==> src/rtl/mux_scan_ctrl.sv <==
// Scan controller for a downstream 4:1 mux: walks sel 0..3, samples mux_out per channel and
// presents the assembled word with a valid/ready handshake. Optional MUX_SCAN_PARITY_EN adds data_parity.
module mux_scan_ctrl #(
    parameter int unsigned SETTLE     = 1,
    parameter int unsigned CONTINUOUS = 0
) (
    input  logic       clk,
    input  logic       rst,
    input  logic       start,
    input  logic       mux_out,
    input  logic       out_ready,
    output logic [1:0] sel,
    output logic       busy,
    output logic [3:0] data,
    output logic       data_valid
`ifdef MUX_SCAN_PARITY_EN
   ,output logic       data_parity
`endif
);

    typedef enum logic [1:0] {
        IDLE = 2'd0,
        SCAN = 2'd1,
        HOLD = 2'd2
    } state_t;

    localparam logic [2:0] LP_CNT_LAST = 3'(SETTLE - 1);

    state_t     r_state;
    logic [1:0] r_sel;
    logic       r_busy;
    logic [3:0] r_data;
    logic       r_valid;
    logic [1:0] r_idx;
    logic [2:0] r_cnt;
    logic [3:0] r_shadow;
    logic [3:0] w_shadow_nxt;
    logic       w_handshake;
    logic       w_restart;

    // Shadow word with the current channel's sample merged in; used at every capture edge.
    always_comb begin
        w_shadow_nxt        = r_shadow;
        w_shadow_nxt[r_idx] = mux_out;
    end

    assign w_handshake = r_valid & out_ready;
    assign w_restart   = (CONTINUOUS != 0) | start;

    always_ff @(posedge clk) begin
        if (rst) begin
            r_state  <= IDLE;
            r_sel    <= '0;
            r_busy   <= 1'b0;
            r_data   <= '0;
            r_valid  <= 1'b0;
            r_idx    <= '0;
            r_cnt    <= '0;
            r_shadow <= '0;
        end else begin
            case (r_state)
                IDLE: begin
                    if (start) begin
                        r_state <= SCAN;
                        r_idx   <= '0;
                        r_cnt   <= '0;
                        r_sel   <= '0;
                        r_busy  <= 1'b1;
                    end
                end
                SCAN: begin
                    if (r_cnt == LP_CNT_LAST) begin
                        r_shadow <= w_shadow_nxt;
                        if (r_idx == 2'd3) begin
                            r_state <= HOLD;
                            r_data  <= w_shadow_nxt;
                            r_valid <= 1'b1;
                        end else begin
                            r_idx <= r_idx + 2'd1;
                            r_sel <= r_idx + 2'd1;
                            r_cnt <= '0;
                        end
                    end else begin
                        r_cnt <= r_cnt + 3'd1;
                    end
                end
                HOLD: begin
                    if (w_handshake) begin
                        r_valid <= 1'b0;
                        r_idx   <= '0;
                        r_cnt   <= '0;
                        r_sel   <= '0;
                        if (w_restart) begin
                            r_state <= SCAN;
                        end else begin
                            r_state <= IDLE;
                            r_busy  <= 1'b0;
                        end
                    end
                end
                default: begin
                    r_state <= IDLE;
                    r_sel   <= '0;
                    r_busy  <= 1'b0;
                    r_valid <= 1'b0;
                end
            endcase
        end
    end

`ifdef MUX_SCAN_PARITY_EN
    logic r_parity;

    // Loaded on the same edge as data, from the same merged shadow word.
    always_ff @(posedge clk) begin
        if (rst) begin
            r_parity <= 1'b0;
        end else if (r_state == SCAN && r_cnt == LP_CNT_LAST && r_idx == 2'd3) begin
            r_parity <= ^w_shadow_nxt;
        end
    end

    assign data_parity = r_parity;
`endif

    assign sel        = r_sel;
    assign busy       = r_busy;
    assign data       = r_data;
    assign data_valid = r_valid;

endmodule

==> config.mk <==
export PLATFORM = sky130hd
export DESIGN_NAME = mux_scan_ctrl
export DESIGN_NICKNAME = d
export VERILOG_FILES = /design/src/rtl/mux_scan_ctrl.sv
export SDC_FILE = /design/constraint.sdc
export NUM_CORES = 1
export LEC_CHECK = 0
export CORE_AREA = 2 2 71 46
export CTS_CLUSTER_DIAMETER = 200
export DETAILED_ROUTE_END_ITERATION = 10
export DIE_AREA = 0 0 73 48
export SYNTH_ARGS = -nofsm -noshare
export SYNTH_HDL_FRONTEND = slang
export SYNTH_SLANG_ARGS = --single-unit
==> constraint.sdc <==
create_clock -name clk -period 1.15 [get_ports clk]
set_input_delay 0.2875 -clock clk [delete_from_list [all_inputs] [get_ports clk]]
set_output_delay 0.2875 -clock clk [all_outputs]
set_load 0.01 [all_outputs]
; Word level (Yosys, flattened, before mapping)
; Cells that the tools add are included.
[totals]
input_bits = 5
ff_bits = 19
[op_classes]
muxes = 28
n_reduce_logical = 12
eq_ne = 10
bitwise = 3
magnitude_cmp = 2
addsub = 2
[ops]
columns = operator, n
row1 = $reduce_and 4->1, 5
row2 = $pmux 2 s3, 3
row3 = $mux 2, 8
row4 = $mux 3, 4
row5 = $ne 2x2->1 const B, 6
row6 = $pmux 3 s3, 1
row7 = $mux 1, 8
row8 = $pmux 1 s3, 2
row9 = $reduce_and 5->1, 1
row10 = $bwmux 4, 1
row11 = $eq 2x2->1 const B, 2
row12 = $add 3x1->3 const B, 1
row13 = $logic_not 3->1, 1
row14 = $lt 2x3->1 const B, 1
row15 = $ne 3x3->1 const B, 1
row16 = $reduce_and 3->1, 1
row17 = $reduce_bool 3->1, 1
row18 = $add 2x1->2 const B, 1
row19 = $demux 1 s2, 1
row20 = $eq 2x1->1 const B, 1
row21 = $ge 2x1->1 const B, 1
row22 = $logic_not 2->1, 1
row23 = $not 1->1, 2
row24 = $reduce_and 2->1, 1
row25 = other kinds (2), 2

; Longest topological paths before layout
; Gate-level depths: netlist (run 1).
[depth]
word_depth = 5
ltp_mapped = 6

; Worst setup path before layout (run 1)
; No wires, ideal clock.
[synth_timing]
kind = register -> register
from = reg r_cnt[0]
to = reg r_state[1]
required_time_ns = 1.023
n_path_buf = 1
setup_time_ns = 0.127
stages_incl_launch_ff = 7
slack_ns = -0.137
arrival_time_ns = 1.160
cell_sequence = dfxtp_1 inv_1 ha_1 and4bb_1 buf_6 a22oi_1 nor2_1
[synth_between]
elab_chain_len = 3
[synth_lines]
columns = item, line_no
row1 = "start, declared", 35  ; logic [2:0] r_cnt;
row2 = "start signal, assigned", 84  ; r_cnt <= r_cnt + 3'd1;
row3 = $logic_not 3->1, 72  ; if (r_cnt == LP_CNT_LAST) begin
row4 = $ne 2x2->1 (no source line), --
row5 = $reduce_and 4->1 (no source line), --
row6 = "end signal, assigned", 64  ; r_state <= SCAN;
row7 = "end signal, assigned", 75  ; r_state <= HOLD;
row8 = "end signal, assigned", 94  ; r_state <= SCAN;
row9 = "end, declared", 29  ; state_t r_state;
; No other way between the ends.
; A chain may end at the register's enable or synchronous reset.

; Worst setup path in the final report (run 1)
[layout_timing]
from = reg r_cnt[0]
to = reg r_data[2], in the netlist data[2]
[layout_between]
elab_chain_len = 2
[layout_lines]
columns = item, line_no
row1 = $logic_not 3->1, 72
row2 = $reduce_and 3->1 (no source line), --
row3 = "end signal, assigned", 76  ; r_data <= w_shadow_nxt;
row4 = "end, declared", 32  ; logic [3:0] r_data;
; No other way between the ends.

==> results.rst, run 1 <==
.. list-table::
   :header-rows: 1

   * - Metric
     - Value
   * - Antenna violation net count after detailed routing
     - 0
   * - Pin count of the biggest net entering global routing
     - 11
   * - Sort of element at the start of the critical path
     - flop
   * - Gpl congestion
     - 0.759
   * - Via count normalized by instance count
     - 5.05
   * - Number of nets in the layout
     - 161
   * - Number of max-cap violations
     - 0
   * - Worst Hold Launch
     - sel[0]
   * - Final hold violation count
     - 0
   * - Worst EP arrival
     - 1.45 ns
   * - Layout area overhead
     - 59.0%
   * - Placed Cells incl. Taps
     - 177
   * - Synth Area per Inst
     - 9.02 µm²
   * - Top post-synthesis cells by count
     - 18 x sky130_fd_sc_hd__dfxtp_1, 12 x sky130_fd_sc_hd__a21oi_1, 10 x sky130_fd_sc_hd__inv_1, 6 x sky130_fd_sc_hd__ha_1, 6 x sky130_fd_sc_hd__nor2b_1
   * - Hold Buf Count CTS
     - 0
   * - Post-layout power
     - 1360 µW
   * - Reg2reg setup slack
     - -0.13 ns
   * - Series of cell instances along the critical path
     - inv_2 -> ha_4 -> and4bb_4 -> buf_6 -> a21oi_2 -> a311oi_2
   * - Highest-delay cell along the critical path
     - sky130_fd_sc_hd__dfxtp_2
   * - Number of global-route vias before repair
     - 883
   * - Top Family by Delay on Critical Path
     - flip-flops
   * - Wire length of the first global-routing pass
     - 4110 µm
   * - Gr ovfl total
     - 0
   * - Total track usage
     - 15.9%
   * - HPWL Detailed
     - 1830 µm
   * - Number of rows in the core area
     - 15
   * - Worst hold-check path type
     - flop to flop
   * - Post-synthesis instance area
     - 947 µm²
   * - Async set-reset flop share out of synthesis
     - 0%
   * - Die Span X
     - 73 µm
   * - GR met3 Demand/Resource
     - 5.05%
   * - IO Count
     - 13
   * - H-Tree Depth
     - 1
   * - Post-synthesis cell type count
     - 36
   * - Post-Synthesis Net Count
     - 116
   * - Primary flip-flop cell chosen by synthesis mapping
     - sky130_fd_sc_hd__dfxtp_1
   * - Core outline area
     - 2800 µm²
   * - Yosys Warn Count
     - 0
   * - Average wire length per cell after detail routing
     - 13.7 µm
   * - Root buffer cell
     - sky130_fd_sc_hd__clkbuf_8
   * - Setup repair after global routing missed its margin
     - yes
   * - Worst-path maximum fanout
     - 6
   * - Critical path depth
     - 6
   * - Shortest clock period the worst path allows after layout
     - 1.28 ns
   * - Total leakage power
     - 0.000603 µW
   * - Worst ir drop on vdd
     - 0.724 mV
   * - Slack of the critical path
     - -0.135 ns
   * - Transition at the pin with the smallest max-transition slack
     - 0.264 ns
   * - Relative slew slack
     - 82.3%
   * - Number of antenna repair diodes
     - 0
   * - Crit end category
     - flop
   * - Maximum clock insertion buffer count
     - 2
   * - M2 GR Usage
     - 26.3%
   * - Remaining design rule violation count
     - 0
   * - Vertical die dimension
     - 48 µm
   * - Proportion of netlist area held by the largest area contributor
     - 38.0%
   * - Summed negative setup slack over all endpoints
     - -1.29 ns
   * - Number of slew-limit violations in the final report
     - 0
   * - Clock sink total
     - 18
   * - Beginning of the worst register-to-register path
     - r_cnt[0]
   * - Pre-Repair DR Iteration Count
     - 4
   * - Violated checks
     - negative setup slack
   * - Total CTS buffers
     - 3
   * - Maximum operating frequency
     - 778 MHz
   * - Status
     - finished with violations
   * - Part of the Yosys area used for sequential elements
     - 38.0%
   * - Initial standard-cell utilization of the core
     - 33.9%
   * - M1 GR Usage
     - 21.1%
   * - Dominant cell by count in the synthesized netlist
     - sky130_fd_sc_hd__dfxtp_1
   * - Cell count after synthesis
     - 105
   * - Antenna violations before repair
     - 0
   * - First DRT Iteration DRCs
     - 31
   * - Count of flip-flops with a built-in enable after synthesis
     - 0
   * - Peak per-stage delay on the critical path
     - 0.33 ns
   * - End point of the critical path
     - data[2]
   * - Final wirelength
     - 2490 µm
   * - Required time of the critical path
     - 1.32 ns
   * - Clock-pin slew on the worst setup and hold paths
     - 0.07 ns
   * - Path type of the worst setup path
     - flop to flop
   * - CTS tree
     - built
   * - Post-layout util
     - 53.9%
   * - Reg2Reg Depth
     - 6
   * - Tcrit/Tclk final
     - 112%
   * - Power density cells
     - 905 nW/µm²
   * - Setup violations, final
     - 16
   * - Most used routing layer in global routing
     - met2
   * - Library cell with the largest summed area after synthesis
     - sky130_fd_sc_hd__dfxtp_1
   * - PortBufs
     - 12
   * - Pre-CTS setup slack
     - -0.379 ns
   * - Total die area
     - 3500 µm²
   * - Count of vias placed by the detailed router
     - 920
   * - Crit path buffers/inverters
     - 2
   * - Reg-to-Reg End
     - data[2]
   * - Ranking of synthesized cells by area
     - sky130_fd_sc_hd__dfxtp_1 38%, sky130_fd_sc_hd__ha_1 7.9%, sky130_fd_sc_hd__a21oi_1 6.3%, sky130_fd_sc_hd__inv_1 4.0%, sky130_fd_sc_hd__nor2b_1 4.0%
   * - Fraction of layout instances using a drive strength above 1
     - 50.0%
   * - Clock Skew
     - 0.00419 ns
   * - Startpoint of the most critical setup path
     - r_cnt[0]
   * - Latest clock arrival within the worst-skew pair
     - 0.25 ns
   * - Count of state elements after synthesis
     - 18
   * - Final std cells w/o fill
     - 182
## cells in the final DEF, fill, tap and decap left out, types with 2 or more instances in the layout
cell / instances
sky130_fd_sc_hd__nor2b_1: 5
sky130_fd_sc_hd__dfxtp_1: 12
sky130_fd_sc_hd__dfxtp_2: 5
sky130_fd_sc_hd__nand4b_1: 3
sky130_fd_sc_hd__o21ai_0: 5
sky130_fd_sc_hd__clkbuf_8: 3
sky130_fd_sc_hd__a21oi_1: 9
sky130_fd_sc_hd__inv_1: 7
sky130_fd_sc_hd__nand2_1: 3
sky130_fd_sc_hd__o21ai_1: 2
sky130_fd_sc_hd__buf_4: 29
sky130_fd_sc_hd__mux2i_1: 2
sky130_fd_sc_hd__ha_4: 2
sky130_fd_sc_hd__clkdlybuf4s15_1: 2
sky130_fd_sc_hd__a21oi_2: 4
sky130_fd_sc_hd__buf_6: 4
sky130_fd_sc_hd__clkbuf_2: 5
sky130_fd_sc_hd__dlygate4sd2_1: 3
sky130_fd_sc_hd__nand3_1: 4
sky130_fd_sc_hd__nor2_1: 2
sky130_fd_sc_hd__o31ai_1: 2
sky130_fd_sc_hd__inv_2: 3
sky130_fd_sc_hd__ha_1: 3
sky130_fd_sc_hd__a311oi_2: 3
## layout make-up
class	count	area, µm²
flip-flops and latches	18	370
fillers	253	1290
well taps	34	42.5
repair buffers	46	375
inverters	10	37.5
multi-input cells	71	639
clock buffers	3	41.3
## sequential cells by signal, summed over array words and instances (netlist names)
signal	count
r_shadow	3
r_cnt	3
r_idx	2
busy	1
r_state	2
sel	2
data_valid	1
data	4
## worst min-delay path by stage
stage	end	cells past startpoint
after floorplan	data[3]	2
after global placement	sel[0]	2
after detailed placement	sel[0]	2
after CTS	sel[0]	2
after global routing	sel[1]	2
final	sel[0]	2
## worst reg2reg max path: cells and delay by family, from the launching register on
kind | cells | cell delay [ns]
AOI/OAI and AO/OA | 2 | 0.22
adders and majority gates | 1 | 0.16
buffers and inverters | 2 | 0.21
DFF | 1 | 0.33
and+or+nand+nor | 1 | 0.29
## cells by family after synthesis
group | count (synthesis) | share of synthesized area, %
buffers and inverters | 16 | 8.45
AND/OR/NAND/NOR | 29 | 19.6
adder cells (fa/ha/maj) | 6 | 7.93
multiplexers | 3 | 3.17
flip-flops | 18 | 38.0
AO/OA/AOI/OAI | 33 | 22.9
## what timing repair did
action,in CTS,in global routing
pin swaps,7,6
setup buffers,2,0
gates resized for setup,40,14
setup endpoints to repair,25,24
cloned,0,0
## per-stage QoR
stage	area, µm²	hold WS (ns)
2_1_floorplan	980	0.435
3_3_place_gp	1350	0.452
3_5_place_dp	1350	0.451
4_1_cts	1510	0.461
5_1_grt	1510	0.499
6_report	1510	0.465
## where the power goes
| group | total, µW | internal (µW) | switching (µW) |
|---|---|---|---|
| clock | 444 | 233 | 211 |
| sequential | 659 | 642 | 17.5 |
| combinational | 261 | 137 | 124 |
| total | 1360 | 1010 | 353 |
## per-layer routing
layer,part of all wire [%],vias up
met5,0,-
met4,0,0
met3,3.8,0
met2,47,16
met1,49,438
li1,-,466
Power figures use the tool's default switching activity.
==> inputs of run 2 (changes only) <==
CTS_CLUSTER_DIAMETER = 150   (was 200)
==> results of run 2 <==
No change in the layout: final DEF, timing and power equal those of run 1.
==> inputs of run 3 (changes only) <==
CTS_BUF_LIST = sky130_fd_sc_hd__clkbuf_16   (was unset)
CTS_CLUSTER_SIZE = 28   (was unset)
HOLD_SLACK_MARGIN = 0.02   (was unset)
==> run 3 against run 2 <==
The flow still finishes with violations (negative setup slack). Core utilization grew 2.1 points. Flip-flop and latch count did not move. Sequential power is 0.6% higher. Sequential share of layout area down 0.90 points. Final area up 3.8%. Hold slack worse by 0.014 ns. Non-clock buffer count unchanged. Global-route usage is 0.18 points higher. Power grew 19%.
==> results.rst, run 3 (synthesis results as in run 1) <==
.. list-table::
   :header-rows: 1

   * - Metric
     - Value
   * - Internal power summed over all cells
     - 1240 µW
   * - Root buffer cell
     - sky130_fd_sc_hd__clkbuf_16
   * - Summed negative setup slack over all endpoints
     - -1.23 ns
   * - Commonest non-fill, non-tap cell in the layout
     - sky130_fd_sc_hd__buf_4
   * - Total CTS buffers
     - 3
   * - Sw Pwr
     - 380 µW
   * - Flip-flop count of the largest register, all copies and words added
     - 4
   * - Die Span X
     - 73 µm
   * - Antenna violation net count after detailed routing
     - 0
   * - Average wire length per cell after detail routing
     - 13.8 µm
   * - Maximum operating frequency
     - 780 MHz
   * - Worst-path maximum fanout
     - 6
   * - Sort of element at the start of the critical path
     - flop
   * - Total leakage power
     - 0.000632 µW
   * - Layout area overhead
     - 65.1%
   * - Combinational share of power
     - 16.2%
   * - Worst ir drop on vdd
     - 0.822 mV
   * - Tcrit/Tclk final
     - 112%
   * - Final wirelength
     - 2510 µm
   * - Pre-CTS setup slack
     - -0.379 ns
   * - Worst hold-check path type
     - flop to flop
   * - Number of max-cap violations
     - 0
   * - Pin count of the biggest net entering global routing
     - 11
   * - Fraction of layout instances using a drive strength above 1
     - 48.6%
   * - Hold Buf Count CTS
     - 0
   * - Relative slew slack
     - 82.4%
   * - CTS tree
     - built
   * - Number of slew-limit violations in the final report
     - 0
   * - Setup repair after global routing missed its margin
     - yes
   * - Gr ovfl total
     - 0
   * - Clock Skew
     - 0.00758 ns
   * - Shortest clock period the worst path allows after layout
     - 1.28 ns
   * - Clock sink total
     - 18
   * - Initial standard-cell utilization of the core
     - 33.9%
   * - Wire length of the first global-routing pass
     - 4120 µm
   * - Via count normalized by instance count
     - 5.15
   * - Final hold violation count
     - 0
   * - Commonest cells after routing, fill and taps aside
     - 30 x sky130_fd_sc_hd__buf_4, 12 x sky130_fd_sc_hd__dfxtp_1, 8 x sky130_fd_sc_hd__a21oi_1, 7 x sky130_fd_sc_hd__inv_1
   * - Number of rows in the core area
     - 15
   * - Crit end category
     - flop
   * - Antenna violations before repair
     - 0
   * - Transition at the pin with the smallest max-transition slack
     - 0.264 ns
   * - Clock power share
     - 42.9%
   * - Setup violations, final
     - 16
   * - Power density cells
     - 1030 nW/µm²
   * - Maximum clock insertion buffer count
     - 2
   * - Worst EP arrival
     - 1.44 ns
   * - Remaining design rule violation count
     - 0
   * - Latest clock arrival within the worst-skew pair
     - 0.25 ns
   * - Number of antenna repair diodes
     - 0
   * - Core outline area
     - 2800 µm²
   * - Number of nets in the layout
     - 161
   * - HPWL Detailed
     - 1830 µm
   * - Path type of the worst setup path
     - flop to flop
   * - Pre-Repair DR Iteration Count
     - 4
   * - Total track usage
     - 16.1%
   * - Count of vias placed by the detailed router
     - 937
   * - Share of total power in sequential cells
     - 41.0%
   * - Violated checks
     - negative setup slack
   * - Gpl congestion
     - 0.759
   * - PortBufs
     - 12
   * - Number of global-route vias before repair
     - 880
   * - Vertical die dimension
     - 48 µm
   * - Cell area after layout
     - 1560 µm²
   * - Slack of the critical path
     - -0.133 ns
   * - First DRT Iteration DRCs
     - 38
   * - Final std cells w/o fill
     - 182
   * - Total die area
     - 3500 µm²
   * - Placed Cells incl. Taps
     - 177
   * - Clock-pin slew on the worst setup and hold paths
     - 0.05 ns
   * - IO Count
     - 13
   * - Required time of the critical path
     - 1.31 ns
   * - Cell area after placement
     - 1350 µm²
   * - Switching Fraction
     - 23.5%
   * - Status
     - finished with violations
   * - H-Tree Depth
     - 1
[run 3: path summary, 6_finish.rpt]
path         slack (ns)       to     start  cells past startpoint
min                0.45   sel[0]    sel[0]                      2
min reg2reg        0.45   sel[0]    sel[0]                      2
max reg2reg       -0.13  data[2]  r_cnt[0]                      6
max               -0.13  data[2]  r_cnt[0]                      6
[run 3: worst max-delay path: stages, from the launching register on]
cell and delay, ns:
sky130_fd_sc_hd__dfxtp_2 0.32, sky130_fd_sc_hd__inv_2 0.07, sky130_fd_sc_hd__ha_4 0.15, sky130_fd_sc_hd__and4bb_4 0.29, sky130_fd_sc_hd__buf_6 0.14, sky130_fd_sc_hd__a21oi_2 0.05, sky130_fd_sc_hd__a311oi_2 0.17
[run 3: cell type report]
class	instances	area, µm²
clock buffer	3	75.1
tap	34	42.5
sequential	18	370
fill	247	1230
timing repair buffer	46	383
multi-input combinational	71	653
inverter	10	40.0
[run 3: metal layers]
layer / GRT usage [%] / vias up / wire length (µm)
li1: - / 474 / -
met1: 21.6 / 445 / 1270
met2: 25.8 / 18 / 1160
met3: 5.05 / 0 / 89
met4: 3.33 / 0 / 0
met5: 0 / - / 0
[run 3: power by group through the flow]
stage / clock, µW / combinational, µW / sequential [µW]
floorplan: 0 / 112 / 670
global placement: 0 / 229 / 671
detailed placement: 0 / 232 / 672
CTS: 714 / 259 / 661
global route: 735 / 285 / 665
finish: 693 / 262 / 663
[run 3: through the flow]
| stage | util (%) | hold slack [ns] | power (µW) |
|---|---|---|---|
| 6_report | 55.9 | 0.451 | 1620 |
| 5_1_grt | 55.9 | 0.496 | 1690 |
| 4_1_cts | 54.9 | 0.456 | 1630 |
| 3_5_place_dp | 48.4 | 0.451 | 904 |
| 3_3_place_gp | 48.4 | 0.452 | 899 |
| 2_1_floorplan | - | 0.435 | 782 |
[run 3: timing repair]
item,CTS,global route
endpoints found under the setup margin,25,22
gates resized for setup,39,14
buffers inserted,2,0
pin swaps,7,4
cloned,0,0
